===== config.mk =====
export PLATFORM = sky130hd
export DESIGN_NAME = ahb_conv_batch_ctrl
export DESIGN_NICKNAME = d
export VERILOG_FILES = /design/src/rtl/ahb_conv_batch_ctrl.sv
export SDC_FILE = /design/constraint.sdc
export NUM_CORES = 1
export LEC_CHECK = 0
export ABC_AREA = 1
export CAP_MARGIN = 10
export CORE_ASPECT_RATIO = 2
export CORE_MARGIN = 3
export CORE_UTILIZATION = 52
export CTS_BUF_LIST = sky130_fd_sc_hd__clkbuf_8
export DETAILED_ROUTE_END_ITERATION = 8
export DONT_BUFFER_PORTS = 1
export PLACE_DENSITY_LB_ADDON = 0.08
export SYNTH_ARGS = -nofsm -noshare
export SYNTH_HDL_FRONTEND = slang
export SYNTH_SLANG_ARGS = --single-unit

===== constraint.sdc =====
create_clock -name HCLK -period 4.75 [get_ports HCLK]
set_input_delay 0 -clock HCLK [delete_from_list [all_inputs] [get_ports HCLK]]
set_output_delay 0 -clock HCLK [all_outputs]
set_load 0.02 [all_outputs]

===== src/rtl/ahb_conv_batch_ctrl.sv =====
// AHB-Lite register slave that sequences a multi-channel convolution batch:
// it launches the core once per channel, advancing the strided in/out base addresses.
module ahb_conv_batch_ctrl #(
    parameter int ADDR_W = 18,
    parameter int DIM_W  = 8,
    parameter int MAX_CH = 4
) (
    input  logic              HCLK,
    input  logic              HRESETn,
    input  logic              HSEL,
    input  logic              HWRITE,
    input  logic              HREADY,
    input  logic [1:0]        HTRANS,
    input  logic [31:0]       HADDR,
    input  logic [31:0]       HWDATA,
    output logic              HREADYOUT,
    output logic              HRESP,
    output logic [31:0]       HRDATA,
    output logic              core_start,
    output logic              core_srst,
    input  logic              core_done,
    output logic [DIM_W-1:0]  core_N,
    output logic [DIM_W-1:0]  core_K,
    output logic [ADDR_W-1:0] core_base_in,
    output logic [ADDR_W-1:0] core_base_k,
    output logic [ADDR_W-1:0] core_base_out,
    output logic              irq
);

    typedef enum logic [2:0] {S_IDLE, S_LAUNCH, S_WAIT, S_NEXT, S_FINISH} state_t;

    localparam logic [7:0] MAX_CH_L = 8'(MAX_CH);

    state_t             state_q;
    logic               hsel_q, hwrite_q, htrans1_q;
    logic [7:0]         haddr_q;
    logic               irq_en_q, done_q, err_q, irq_q, wait_first_q;
    logic               core_start_q, core_srst_q;
    logic [DIM_W-1:0]   n_q, k_q;
    logic [ADDR_W-1:0]  base_in_q, base_k_q, base_out_q, in_stride_q, out_stride_q;
    logic [ADDR_W-1:0]  acc_in_q, acc_out_q;
    logic [7:0]         num_ch_q, ch_q;
    logic [31:0]        cycles_q;

    logic busy, wr_en, wr_ctrl, wr_status, cfg_wr, cfg_ok;
    logic start_req, abort_req, num_ok, last_ch;
    logic unused_bits;

    assign HREADYOUT = 1'b1;
    assign HRESP     = 1'b0;

    assign busy      = (state_q != S_IDLE);
    assign wr_en     = hsel_q & htrans1_q & hwrite_q;
    assign wr_ctrl   = wr_en && (haddr_q == 8'h00);
    assign wr_status = wr_en && (haddr_q == 8'h04);
    assign cfg_wr    = wr_en && (haddr_q >= 8'h08) && (haddr_q <= 8'h24) && (haddr_q[1:0] == 2'b00);
    assign cfg_ok    = cfg_wr & ~busy;
    // ABORT takes precedence over START written in the same transfer.
    assign abort_req = wr_ctrl & HWDATA[2];
    assign start_req = wr_ctrl & HWDATA[0] & ~HWDATA[2];
    assign num_ok    = (num_ch_q != 8'd0) && (num_ch_q <= MAX_CH_L);
    assign last_ch   = (ch_q == num_ch_q - 8'd1);

    assign unused_bits = ^{HADDR[31:8], HTRANS[0], HWDATA[31:ADDR_W]};

    assign core_start    = core_start_q;
    assign core_srst     = core_srst_q;
    assign core_N        = n_q;
    assign core_K        = k_q;
    assign core_base_in  = acc_in_q;
    assign core_base_k   = base_k_q;
    assign core_base_out = acc_out_q;
    assign irq           = irq_q;

    always_ff @(posedge HCLK or negedge HRESETn) begin
        if (!HRESETn) begin
            hsel_q    <= 1'b0;
            hwrite_q  <= 1'b0;
            htrans1_q <= 1'b0;
            haddr_q   <= 8'h00;
        end else if (HREADY) begin
            hsel_q    <= HSEL;
            hwrite_q  <= HWRITE;
            htrans1_q <= HTRANS[1];
            haddr_q   <= HADDR[7:0];
        end
    end

    always_comb begin
        HRDATA = '0;
        case (haddr_q)
            8'h00: HRDATA[1] = irq_en_q;
            8'h04: HRDATA = {16'h0000, ch_q, 5'b00000, err_q, done_q, busy};
            8'h08: HRDATA[DIM_W-1:0] = n_q;
            8'h0C: HRDATA[DIM_W-1:0] = k_q;
            8'h10: HRDATA[ADDR_W-1:0] = base_in_q;
            8'h14: HRDATA[ADDR_W-1:0] = base_k_q;
            8'h18: HRDATA[ADDR_W-1:0] = base_out_q;
            8'h1C: HRDATA[7:0] = num_ch_q;
            8'h20: HRDATA[ADDR_W-1:0] = in_stride_q;
            8'h24: HRDATA[ADDR_W-1:0] = out_stride_q;
            8'h28: HRDATA = cycles_q;
            default: ;
        endcase
    end

    // Hardware sets are written after the W1C clears so a coincident set wins.
    always_ff @(posedge HCLK or negedge HRESETn) begin
        if (!HRESETn) begin
            state_q      <= S_IDLE;
            irq_en_q     <= 1'b0;
            done_q       <= 1'b0;
            err_q        <= 1'b0;
            irq_q        <= 1'b0;
            wait_first_q <= 1'b0;
            core_start_q <= 1'b0;
            core_srst_q  <= 1'b0;
            n_q          <= '0;
            k_q          <= '0;
            base_in_q    <= '0;
            base_k_q     <= '0;
            base_out_q   <= '0;
            in_stride_q  <= '0;
            out_stride_q <= '0;
            acc_in_q     <= '0;
            acc_out_q    <= '0;
            num_ch_q     <= 8'd0;
            ch_q         <= 8'd0;
            cycles_q     <= 32'd0;
        end else begin
            core_start_q <= 1'b0;
            core_srst_q  <= 1'b0;
            irq_q        <= irq_en_q & (done_q | err_q);
            if (wr_ctrl) irq_en_q <= HWDATA[1];
            if (cfg_ok) begin
                case (haddr_q)
                    8'h08: n_q          <= HWDATA[DIM_W-1:0];
                    8'h0C: k_q          <= HWDATA[DIM_W-1:0];
                    8'h10: base_in_q    <= HWDATA[ADDR_W-1:0];
                    8'h14: base_k_q     <= HWDATA[ADDR_W-1:0];
                    8'h18: base_out_q   <= HWDATA[ADDR_W-1:0];
                    8'h1C: num_ch_q     <= HWDATA[7:0];
                    8'h20: in_stride_q  <= HWDATA[ADDR_W-1:0];
                    8'h24: out_stride_q <= HWDATA[ADDR_W-1:0];
                    default: ;
                endcase
            end
            if (wr_status) begin
                if (HWDATA[1]) done_q <= 1'b0;
                if (HWDATA[2]) err_q  <= 1'b0;
            end
            if (cfg_wr && busy) err_q <= 1'b1;
            if (busy && (cycles_q != 32'hFFFF_FFFF)) cycles_q <= cycles_q + 32'd1;

            if (busy && abort_req) begin
                state_q     <= S_IDLE;
                core_srst_q <= 1'b1;
                err_q       <= 1'b1;
                done_q      <= 1'b0;
            end else begin
                if (busy && start_req) err_q <= 1'b1;
                case (state_q)
                    S_IDLE: begin
                        if (start_req) begin
                            if (num_ok) begin
                                ch_q         <= 8'd0;
                                acc_in_q     <= base_in_q;
                                acc_out_q    <= base_out_q;
                                cycles_q     <= 32'd0;
                                done_q       <= 1'b0;
                                core_start_q <= 1'b1;
                                state_q      <= S_LAUNCH;
                            end else begin
                                err_q <= 1'b1;
                            end
                        end
                    end
                    S_LAUNCH: begin
                        wait_first_q <= 1'b1;
                        state_q      <= S_WAIT;
                    end
                    // The first WAIT cycle ignores a done level left over from the previous job.
                    S_WAIT: begin
                        if (wait_first_q) wait_first_q <= 1'b0;
                        else if (core_done) state_q <= S_NEXT;
                    end
                    S_NEXT: begin
                        if (last_ch) begin
                            state_q <= S_FINISH;
                        end else begin
                            ch_q         <= ch_q + 8'd1;
                            acc_in_q     <= acc_in_q + in_stride_q;
                            acc_out_q    <= acc_out_q + out_stride_q;
                            core_start_q <= 1'b1;
                            state_q      <= S_LAUNCH;
                        end
                    end
                    S_FINISH: begin
                        done_q  <= 1'b1;
                        state_q <= S_IDLE;
                    end
                    default: state_q <= S_IDLE;
                endcase
            end
        end
    end

endmodule


==> flow_metrics.env <==
export IMPL_status="finished, violations left"
export IMPL_violations="hold timing"
export IMPL_synth_enable_flop_cells=0
export IMPL_synth_top_area_frac=0.411
export IMPL_rows=80
export IMPL_cp_num_buf_inv=2
export IMPL_synth_compound_area_frac=0.143
export IMPL_synth_xor_area_frac=0.0225
export IMPL_cts_root_buffer="clkbuf_8"
export IMPL_grt_pass1_wl_mm=67.5
export IMPL_fin_nets=1916
export IMPL_cts_tree="built"
export IMPL_detail_route_drc_violations=0
export IMPL_power_leakage_uw=0.00727
export IMPL_required_ns=4.75
export IMPL_crit_path_top_delay_cell="nand2_1"
export IMPL_wire_per_inst_um=20.6
export IMPL_finClkSkew_ns=0.0266
export IMPL_critPathLaunchType="flip-flop"
export IMPL_grt_antenna_before_repair=3
export IMPL_final_max_slew_viol_count=0
export IMPL_num_vias=12100
export IMPL_crit_family="simple AND/OR/NAND/NOR gates"
export IMPL_grt_overflow=0
export IMPL_fin_cells=2160
export IMPL_dp_hpwl_mm=33.5
export IMPL_synth_fa_ha_area_frac=0.0391
export IMPL_cts_setup_buffers=0
export IMPL_hold_buffers=31
export IMPL_crit_type="reg -> out"
export IMPL_crit_chain="inv_1 -> nor3_2 -> nand2_1 -> clkinv_1 -> a21oi_1 -> o211ai_1"
export IMPL_tightest_slew_ns=1.17
export IMPL_cts_resized=0
export IMPL_rsz0062_at_grt="no"
export IMPL_core_area_um2=24100
export IMPL_grt_pass1_vias=11800
export IMPL_chipHeight_um=228
export IMPL_gr_usage_all_layers=0.335
export IMPL_worstPathArrival_ns=3.41
export IMPL_relSlewSlack=0.218
export IMPL_cts_buffers=34
export IMPL_port_buffers=0
export IMPL_detail_route_antenna_nets=0
export IMPL_ys_seq_elements=211
export IMPL_finalWirelength_mm=44.4
export IMPL_clock_sinks=211
export IMPL_maxCapViolCount=0
export IMPL_avgViaCountPerCell=5.60
export IMPL_yosysSeqAreaShare=0.411
export IMPL_async_flop_share=1.00
export IMPL_clk_path_buf_depth=3
export IMPL_drive_gt1_frac=0.0475
export IMPL_worstPathMaxFanout=15
export IMPL_yosys_warnings=0
export IMPL_synth_mux_area_fraction=0.00175
export IMPL_gp_congestion=0.968
export IMPL_clkSlewWorstSetupHoldPaths_ns=0.07
export IMPL_end_kind="output port"
export IMPL_peakVddDrop_mv=0.234
export IMPL_min_path_type="in -> async"
export IMPL_holdWs_ns=-0.862
export IMPL_netlist_instances=1800
export IMPL_dr_pass1_iters=5
export IMPL_synth_area_leaders="dfrtp_1 (41%), nand2_1 (17%), o21ai_0 (6.6%)"
export IMPL_hold_viol=211
export IMPL_fin_crit_ns=3.41
export IMPL_post_synth_top_area_cell="dfrtp_1"
export IMPL_ys_flop_type="dfrtp_1"
export IMPL_syn_num_nets=1911
export IMPL_io_pins=179
export IMPL_insertion_delay_ns=0.57
export IMPL_fmaxAchievable_mhz=293
export IMPL_die_x_um=117
export IMPL_grt_max_degree=212
export IMPL_drtIter0Drc=920
export IMPL_finalSetupTns_ns=0
export IMPL_area_delta_synth_final_pct=9.00
export IMPL_cellPowerDensity_nw_per_um2=270
export IMPL_report_final_setup_viol=0
export IMPL_synth_simple_area_share=0.287
export IMPL_fin_crit_sh=0.719
export IMPL_synth_cell_area_um2=12900
export IMPL_initial_utilization=0.533
export IMPL_die_area_um2=26800
export IMPL_dp_cells=2066
export IMPL_h_tree_depth=2
export IMPL_syn_avg_cell_area_um2=7.14
export IMPL_yosysUniqueCellTypes=44
export IMPL_synth_top_family_by_area="simple AND/OR/NAND/NOR gates"
export IMPL_max_stage_delay_ns=0.74
## routing by layer
metal,global-route usage,share of wire,vias to the layer above
met1,0.347,0.34,5643
met5,0,0,-
met4,0.223,0.081,0
li1,-,-,5807
met2,0.589,0.52,488
met3,0.0665,0.059,168
## Yosys cell counts, types with 9 or more instances
master and number:
nand2_1 569, nor2_1 143, o21ai_1 37, nand3_1 95, buf_6 10, xor2_1 24
dfrtp_1 211, a21oi_1 73, o22ai_1 39, buf_2 23, xnor2_1 9, o21ai_0 169
clkbuf_1 22, ha_1 37, nand4_1 13, nor3_1 22, inv_1 220
## power by group
part	switching (µW)	total, µW	internal, µW	leakage [µW]
sequential	13.0	1820	1810	0.00222
clock	778	1820	1040	0.000432
combinational	99.0	142	42.7	0.00461
total	890	3780	2900	0.00727
## state kept, by name (all words and copies together) (netlist names), 18 cells and up
| signal | count |
|---|---|
| core_base_out | 18 |
| base_in_q | 18 |
| out_stride_q | 18 |
| in_stride_q | 18 |
| core_base_in | 18 |
| cycles_q | 32 |
| base_out_q | 18 |
| core_base_k | 18 |
## path summary, 6_finish.rpt
kind	startpoint	endpoint	slack [ns]	cells after the start
max reg2reg	haddr_q[7]	core_base_k[6]	1.43	11
min reg2reg	wait_first_q	wait_first_q	0.49	2
max in group asynchronous	HRESETn	cycles_q[18]	5.33	0
max	haddr_q[3]	HRDATA[12]	1.34	6
min	HRESETn	out_stride_q[2]	-0.86	0
min in group HCLK	HWRITE	hwrite_q	0.11	3
## worst register-to-register path, cell delays in order (launching register included)
cell and delay [ns]:
dfrtp_1 0.38, nor2_2 0.16, nand2_2 0.11, nor2_8 0.18
nand2_2 0.37, inv_2 0.30, nor2_1 0.10, a21oi_4 0.16
nand2_2 0.36, nor2_2 0.52, buf_4 0.36, o21ai_0 0.15
## stage by stage
stage / worst slack [ns] / hold slack, ns / total power, µW / util / instance area, µm²
floorplan: 2.76 / -0.296 / 1940 / - / 12900
global placement: 1.53 / -0.289 / 1950 / 0.536 / 12900
detailed placement: 1.46 / -0.289 / 1950 / 0.536 / 12900
CTS: 1.37 / -0.876 / 3800 / 0.581 / 14000
global route: 1.12 / -0.884 / 3900 / 0.581 / 14000
finish: 1.34 / -0.862 / 3780 / 0.581 / 14000
## placed cells by master, fill, tap and decap left out, types with 4 or more instances in the layout
| cell type | count |
|---|---|
| ha_1 | 37 |
| o22ai_1 | 39 |
| nand4_1 | 13 |
| xor2_1 | 24 |
| nor2_8 | 6 |
| or2_2 | 8 |
| nor2_1 | 142 |
| nand2_1 | 569 |
| a21oi_1 | 73 |
| nor3_1 | 22 |
| nand3_1 | 95 |
| xnor2_1 | 9 |
| nand3b_1 | 8 |
| o21ai_0 | 169 |
| buf_4 | 5 |
| dfrtp_1 | 211 |
| inv_1 | 233 |
| bufinv_16 | 5 |
| dlygate4sd3_1 | 31 |
| o21ai_1 | 37 |
| a221oi_1 | 6 |
| clkbuf_8 | 40 |
| nand2_2 | 4 |
| nor2_2 | 4 |
## final cells by class
class | instances | area [µm²]
Antenna cell | 2 | 5.00
Tap cell | 328 | 410
Clock buffer | 40 | 551
Fill cell | 2395 | 10100
Multi-Input combinational cell | 1297 | 6360
Sequential cell | 211 | 5280
Inverter | 225 | 845
Clock inverter | 21 | 219
Timing Repair Buffer | 36 | 348
## cell families (layout without fill, tap and decap cells)
kind of cell,Yosys count,in the layout
xor+xnor,33,33
fa+ha+maj,39,39
simple gates,880,880
compound gates,341,341
other cells,2,4
buf+inv,292,322
mux,2,2
flops,211,211
No activity file was read; power rests on OpenSTA's default activity.
